`src/rtl/spi_reg_peripheral.sv`:
```
// SPI mode-0 write-register front end feeding the PWM block's five 8-bit registers.
// Define SPI_READBACK_EN to drive the addressed register on cipo during read frames.
module spi_reg_peripheral #(
  parameter int unsigned SYNC_STAGES = 2,
  parameter int unsigned MAX_ADDR    = 4
) (
  input  logic       clk,
  input  logic       rst,
  input  logic       sclk,
  input  logic       copi,
  input  logic       ncs,
  output logic       cipo,
  output logic [7:0] en_reg_out_7_0,
  output logic [7:0] en_reg_out_15_8,
  output logic [7:0] en_reg_pwm_7_0,
  output logic [7:0] en_reg_pwm_15_8,
  output logic [7:0] pwm_duty_cycle
);

  localparam int unsigned FRAME_W = 16;
  localparam int unsigned ADDR_W  = 7;
  localparam int unsigned DATA_W  = 8;
  localparam int unsigned CNT_W   = 5;
  localparam int unsigned CNT_SAT = 17;

  typedef enum logic [1:0] {
    IDLE   = 2'd0,
    SHIFT  = 2'd1,
    COMMIT = 2'd2
  } state_t;

  state_t state, state_nxt;

  logic [SYNC_STAGES-1:0] sclk_sync, copi_sync, ncs_sync;
  logic                   sclk_d, ncs_d;
  logic                   sclk_s, copi_s, ncs_s;
  logic                   sclk_rise_c, ncs_rise_c, ncs_fall_c;
  logic                   shift_evt_c, frame_ok_c, wr_en_c;

  logic [CNT_W-1:0]   bit_cnt, bit_cnt_nxt;
  logic [FRAME_W-1:0] shreg, shreg_nxt;
  logic [ADDR_W-1:0]  wr_addr_c;
  logic [DATA_W-1:0]  wr_data_c;

  // Input synchronizers plus one delay flop for edge detection; reset to idle bus levels
  always_ff @(posedge clk) begin
    if (rst) begin
      sclk_sync <= '0;
      copi_sync <= '0;
      ncs_sync  <= '1;
      sclk_d    <= 1'b0;
      ncs_d     <= 1'b1;
    end else begin
      sclk_sync <= {sclk_sync[SYNC_STAGES-2:0], sclk};
      copi_sync <= {copi_sync[SYNC_STAGES-2:0], copi};
      ncs_sync  <= {ncs_sync[SYNC_STAGES-2:0], ncs};
      sclk_d    <= sclk_sync[SYNC_STAGES-1];
      ncs_d     <= ncs_sync[SYNC_STAGES-1];
    end
  end

  assign sclk_s      = sclk_sync[SYNC_STAGES-1];
  assign copi_s      = copi_sync[SYNC_STAGES-1];
  assign ncs_s       = ncs_sync[SYNC_STAGES-1];
  assign sclk_rise_c = sclk_s & ~sclk_d;
  assign ncs_rise_c  = ncs_s & ~ncs_d;
  assign ncs_fall_c  = ~ncs_s & ncs_d;

  // ncs edges take priority; sclk only counts while the frame is selected
  assign shift_evt_c = (state == SHIFT) & sclk_rise_c & ~ncs_s & ~ncs_fall_c & ~ncs_rise_c;

  assign wr_addr_c  = shreg[FRAME_W-2:DATA_W];
  assign wr_data_c  = shreg[DATA_W-1:0];
  assign frame_ok_c = (bit_cnt == CNT_W'(FRAME_W)) & shreg[FRAME_W-1]
                      & (wr_addr_c <= ADDR_W'(MAX_ADDR));

  always_ff @(posedge clk) begin
    if (rst) begin
      state   <= IDLE;
      bit_cnt <= '0;
      shreg   <= '0;
    end else begin
      state   <= state_nxt;
      bit_cnt <= bit_cnt_nxt;
      shreg   <= shreg_nxt;
    end
  end

  always_comb begin
    state_nxt   = state;
    bit_cnt_nxt = bit_cnt;
    shreg_nxt   = shreg;
    wr_en_c     = 1'b0;
    case (state)
      IDLE: begin
        if (ncs_fall_c) begin
          bit_cnt_nxt = '0;
          shreg_nxt   = '0;
          state_nxt   = SHIFT;
        end
      end
      SHIFT: begin
        if (ncs_rise_c) begin
          state_nxt = COMMIT;
        end else if (ncs_fall_c) begin
          // Re-selection without a deselect restarts the frame
          bit_cnt_nxt = '0;
          shreg_nxt   = '0;
        end else if (shift_evt_c) begin
          shreg_nxt = {shreg[FRAME_W-2:0], copi_s};
          if (bit_cnt != CNT_W'(CNT_SAT)) begin
            bit_cnt_nxt = bit_cnt + CNT_W'(1);
          end
        end
      end
      COMMIT: begin
        wr_en_c   = frame_ok_c;
        state_nxt = IDLE;
      end
      default: state_nxt = IDLE;
    endcase
  end

  // Register file seen by the PWM block
  always_ff @(posedge clk) begin
    if (rst) begin
      en_reg_out_7_0  <= '0;
      en_reg_out_15_8 <= '0;
      en_reg_pwm_7_0  <= '0;
      en_reg_pwm_15_8 <= '0;
      pwm_duty_cycle  <= '0;
    end else if (wr_en_c) begin
      case (wr_addr_c)
        ADDR_W'(0): en_reg_out_7_0  <= wr_data_c;
        ADDR_W'(1): en_reg_out_15_8 <= wr_data_c;
        ADDR_W'(2): en_reg_pwm_7_0  <= wr_data_c;
        ADDR_W'(3): en_reg_pwm_15_8 <= wr_data_c;
        ADDR_W'(4): pwm_duty_cycle  <= wr_data_c;
        default: ;
      endcase
    end
  end

`ifdef SPI_READBACK_EN
  logic              sclk_fall_c, tx_active;
  logic [DATA_W-1:0] hdr_c, rd_data_c, tx_reg;

  assign sclk_fall_c = ~sclk_s & sclk_d;
  assign hdr_c       = shreg_nxt[DATA_W-1:0];

  always_comb begin
    rd_data_c = '0;
    case (hdr_c[ADDR_W-1:0])
      ADDR_W'(0): rd_data_c = en_reg_out_7_0;
      ADDR_W'(1): rd_data_c = en_reg_out_15_8;
      ADDR_W'(2): rd_data_c = en_reg_pwm_7_0;
      ADDR_W'(3): rd_data_c = en_reg_pwm_15_8;
      ADDR_W'(4): rd_data_c = pwm_duty_cycle;
      default:    rd_data_c = '0;
    endcase
  end

  // Header complete on the 8th rise: latch read data, then shift it out on falling edges
  always_ff @(posedge clk) begin
    if (rst) begin
      tx_reg    <= '0;
      tx_active <= 1'b0;
      cipo      <= 1'b0;
    end else if (ncs_s || state != SHIFT || ncs_fall_c) begin
      tx_active <= 1'b0;
      cipo      <= 1'b0;
    end else if (shift_evt_c && bit_cnt == CNT_W'(7)) begin
      tx_active <= ~hdr_c[DATA_W-1] & (hdr_c[ADDR_W-1:0] <= ADDR_W'(MAX_ADDR));
      tx_reg    <= rd_data_c;
    end else if (sclk_fall_c) begin
      if (tx_active && bit_cnt < CNT_W'(FRAME_W)) begin
        cipo   <= tx_reg[DATA_W-1];
        tx_reg <= {tx_reg[DATA_W-2:0], 1'b0};
      end else begin
        cipo <= 1'b0;
      end
    end
  end
`else
  assign cipo = 1'b0;
`endif

endmodule
```
`config.mk`:
```
export PLATFORM = sky130hd
export DESIGN_NAME = spi_reg_peripheral
export DESIGN_NICKNAME = d
export VERILOG_FILES = /design/src/rtl/spi_reg_peripheral.sv
export SDC_FILE = /design/constraint.sdc
export NUM_CORES = 1
export LEC_CHECK = 0
export ABC_AREA = 1
export BUFFER_PORTS_ARGS = -buffer_cell sky130_fd_sc_hd__buf_2
export CELL_PAD_IN_SITES_DETAIL_PLACEMENT = 1
export CELL_PAD_IN_SITES_GLOBAL_PLACEMENT = 1
export CORE_MARGIN = 3
export CORE_UTILIZATION = 43
export CTS_CLUSTER_SIZE = 10
export DETAILED_ROUTE_END_ITERATION = 8
export HOLD_SLACK_MARGIN = 0.08
export PLACE_DENSITY_LB_ADDON = 0.1
export SLEW_MARGIN = 10
export SYNTH_ARGS = -nofsm -noshare
export SYNTH_HDL_FRONTEND = slang
export SYNTH_SLANG_ARGS = --single-unit
```
`constraint.sdc`:
```
create_clock -name clk -period 3.4 [get_ports clk]
set_input_delay 0.68 -clock clk [delete_from_list [all_inputs] [get_ports clk]]
set_output_delay 0.68 -clock clk [all_outputs]
set_load 0.03 [all_outputs]
```
==> flow_metrics.env <==
export IMPL_die_width_um=89.0
export IMPL_layout_common_cells="sky130_fd_sc_hd__nor2_1 (121), sky130_fd_sc_hd__nand2_1 (98), sky130_fd_sc_hd__dfxtp_1 (71)"
export IMPL_fin_setup_tns_ns=0
export IMPL_report_final_hold_viol_count=0
export IMPL_drt_first_iter_violations=58
export IMPL_clk_pin_slew_worst_paths_ns=0.07
export IMPL_fin_crit_sh=0.533
export IMPL_post_drt_wl_per_cell_um=12.4
export IMPL_number_of_global_route_vias_before_repair=2603
export IMPL_post_route_drc_count=0
export IMPL_syn_cell_area_mm2=0.00296
export IMPL_antenna_found_initial=0
export IMPL_rows=29
export IMPL_layout_drive_gt1_share=0.140
export IMPL_clock_latency_ns=0.33
export IMPL_clock_tree_htree_level_count=3
export IMPL_cell_at_the_root_of_the_clock_tree="sky130_fd_sc_hd__clkbuf_8"
export IMPL_io_pin_count=46
export IMPL_timing_max_slew_rel_slack=0.605
export IMPL_core_area_mm2=0.00649
export IMPL_end_kind="flop"
export IMPL_n_fill_cell=882
export IMPL_cts_inserted_buffers=9
export IMPL_final_max_slew_viol_count=0
export IMPL_dieArea_mm2=0.00792
export IMPL_ys_ff_latch=71
export IMPL_total_global_routing_track_utilization=0.193
export IMPL_power_leakage_nw=1.87
export IMPL_hold_path_class="flop to flop"
export IMPL_max_slew_worst_pin_slew_ns=0.591
export IMPL_gp_routability_congestion=0.763
export IMPL_synth_top_family_by_area="simple AND/OR/NAND/NOR gates"
export IMPL_detailroute_via_count=2618
export IMPL_seq_area_frac_synth=0.480
export IMPL_design_final_nets=482
export IMPL_synth_simple_gate_area_share=0.324
export IMPL_run_status="complete, no violations"
export IMPL_setup_violations_final=0
export IMPL_post_cts_hold_buffer_count=0
export IMPL_crit_required_ns=3.62
export IMPL_fin_total_pwr_mw=1.48
export IMPL_clock_tree_from_tritoncts="yes"
export IMPL_start_kind="flop"
export IMPL_yosys_mux_area_fraction=0
export IMPL_largest_voltage_drop_on_the_vdd_net_uv=258
export IMPL_path_class="flop to flop"
export IMPL_rsz0062_at_grt="no"
export IMPL_pwr_density_mw_per_mm2=442
export IMPL_layout_commonest_cell="sky130_fd_sc_hd__nor2_1"
export IMPL_dpl_cell_count=540
export IMPL_antenna_violating_nets_post_route=0
export IMPL_area_delta_synth_final_pct=12.6
export IMPL_portbufs=44
export IMPL_avgSynthCellArea_um2=6.82
export IMPL_synthAdderAreaFrac=0.0127
export IMPL_avgViaCountPerCell=4.73
export IMPL_hpwl_um=4770
export IMPL_antenna_cells=0
export IMPL_postSynthCellCount=434
export IMPL_timing_clock_skew_ns=0.00858
export IMPL_globalRoute_totalOverflow=0
export IMPL_design_area_mm2=0.00334
export IMPL_first_pass_iters=4
export IMPL_synth_compound_area_share=0.0625
export IMPL_grt_pass1_wl_um=11900
export IMPL_cts_repair_resize_count=0
export IMPL_finalWirelength_um=6850
export IMPL_synthXorXnorAreaFrac=0.00591
export IMPL_cts_root_to_sink_buffers=2
export IMPL_min_period_ns=1.81
export IMPL_count_of_unique_library_cells_instantiated_by_yosys=21
export IMPL_maxClockFrequency_mhz=551
export IMPL_mappedNetlistNets=442
export IMPL_post_cts_buffers=0
export IMPL_grt_max_degree=24
export IMPL_final_cells=554
export IMPL_critical_path_max_fanout=20
export IMPL_drv_max_cap_violation_count=0
export IMPL_fp_dieH_um=89.0
export IMPL_floorplan_initialDensity=0.456
export IMPL_cts_sink_count=71
export IMPL_synthesis_yosys_warnings=0
export IMPL_arrival_ns=2.04
export IMPL_dpl_cell_area_mm2=0.00319
## cell usage after synthesis
| cell | n | area share |
|---|---|---|
| sky130_fd_sc_hd__inv_2 | 2 | 0.0025 |
| sky130_fd_sc_hd__buf_4 | 7 | 0.018 |
| sky130_fd_sc_hd__xor2_1 | 2 | 0.0059 |
| sky130_fd_sc_hd__o21ai_0 | 19 | 0.032 |
| sky130_fd_sc_hd__nand2_1 | 98 | 0.12 |
| sky130_fd_sc_hd__a21oi_1 | 18 | 0.030 |
| sky130_fd_sc_hd__clkbuf_4 | 2 | 0.0051 |
| sky130_fd_sc_hd__buf_2 | 4 | 0.0068 |
| sky130_fd_sc_hd__nand4_1 | 1 | 0.0021 |
| sky130_fd_sc_hd__inv_1 | 59 | 0.075 |
| sky130_fd_sc_hd__dfxtp_1 | 71 | 0.48 |
| sky130_fd_sc_hd__nor3_1 | 5 | 0.0084 |
| sky130_fd_sc_hd__clkbuf_1 | 4 | 0.0051 |
| sky130_fd_sc_hd__nand3_2 | 2 | 0.0068 |
| sky130_fd_sc_hd__nand3_1 | 8 | 0.014 |
| sky130_fd_sc_hd__or2_2 | 4 | 0.0084 |
| sky130_fd_sc_hd__clkinv_1 | 1 | 0.0013 |
| sky130_fd_sc_hd__nor2_4 | 2 | 0.0076 |
| sky130_fd_sc_hd__conb_1 | 1 | 0.0013 |
| sky130_fd_sc_hd__nor2_1 | 121 | 0.15 |
| sky130_fd_sc_hd__ha_1 | 3 | 0.013 |
## worst paths after layout
path / start / to / slack (ns) / cells past startpoint
min: sclk_sync[0] / sclk_sync[1] / 0.41 / 2
min reg2reg: sclk_sync[0] / sclk_sync[1] / 0.41 / 2
max reg2reg: ncs_sync[1] / bit_cnt[1] / 1.59 / 8
max: ncs_sync[1] / bit_cnt[1] / 1.59 / 8
## metrics by stage
stage	utilization	hold slack [ns]	worst slack (ns)
finish	0.514	0.410	1.59
global route	0.514	0.422	1.33
CTS	0.514	0.414	1.56
detailed placement	0.491	0.404	1.26
global placement	0.491	0.393	1.32
floorplan	-	0.388	1.96
## critical path: stages, from the launching register on
cell	delay, ns
sky130_fd_sc_hd__dfxtp_1	0.31
sky130_fd_sc_hd__inv_1	0.07
sky130_fd_sc_hd__nand2_1	0.12
sky130_fd_sc_hd__inv_2	0.11
sky130_fd_sc_hd__nand2_1	0.05
sky130_fd_sc_hd__nand2_1	0.44
sky130_fd_sc_hd__nand2_1	0.32
sky130_fd_sc_hd__o21ai_0	0.23
sky130_fd_sc_hd__nor2_1	0.05
## cell families after synthesis
group | after synthesis
compound gates | 37
xor+xnor | 2
fa+ha+maj | 3
buf+inv | 79
flops | 71
other cells | 1
simple gates | 241
## power breakdown
group / switching, mW / internal (mW) / total [mW]
registers: 0.0221 / 0.848 / 0.870
logic: 0.0469 / 0.0214 / 0.0683
clock network: 0.282 / 0.255 / 0.537
## registers in the layout, indices dropped and copies added, names as in the netlist
name             count
en_reg_out_7_0       8
copi_sync            2
shreg               16
bit_cnt              5
en_reg_out_15_8      8
en_reg_pwm_7_0       8
en_reg_pwm_15_8      8
ncs_sync             2
sclk_d               1
state                2
ncs_d                1
pwm_duty_cycle       8
sclk_sync            2
## routing by layer
metal / up-vias / global-route usage / routed length, um
met2: 56 / 0.333 / 3250
met4: 0 / 0.0771 / 112
li1: 1362 / - / -
met1: 1192 / 0.239 / 3120
met3: 8 / 0.0313 / 368
met5: - / 0 / 0
## area by class of cell
cell class | count | area [um^2] | area share
timing repair buffer | 46 | 235 | 0.0705
tap | 77 | 96.3 | 0.0289
clock buffer | 12 | 135 | 0.0405
inverter | 62 | 233 | 0.0698
sequential | 71 | 1420 | 0.426
clock inverter | 2 | 10.0 | 0.00300
multi-input combinational | 284 | 1200 | 0.361
Power figures use the tool's default switching activity.
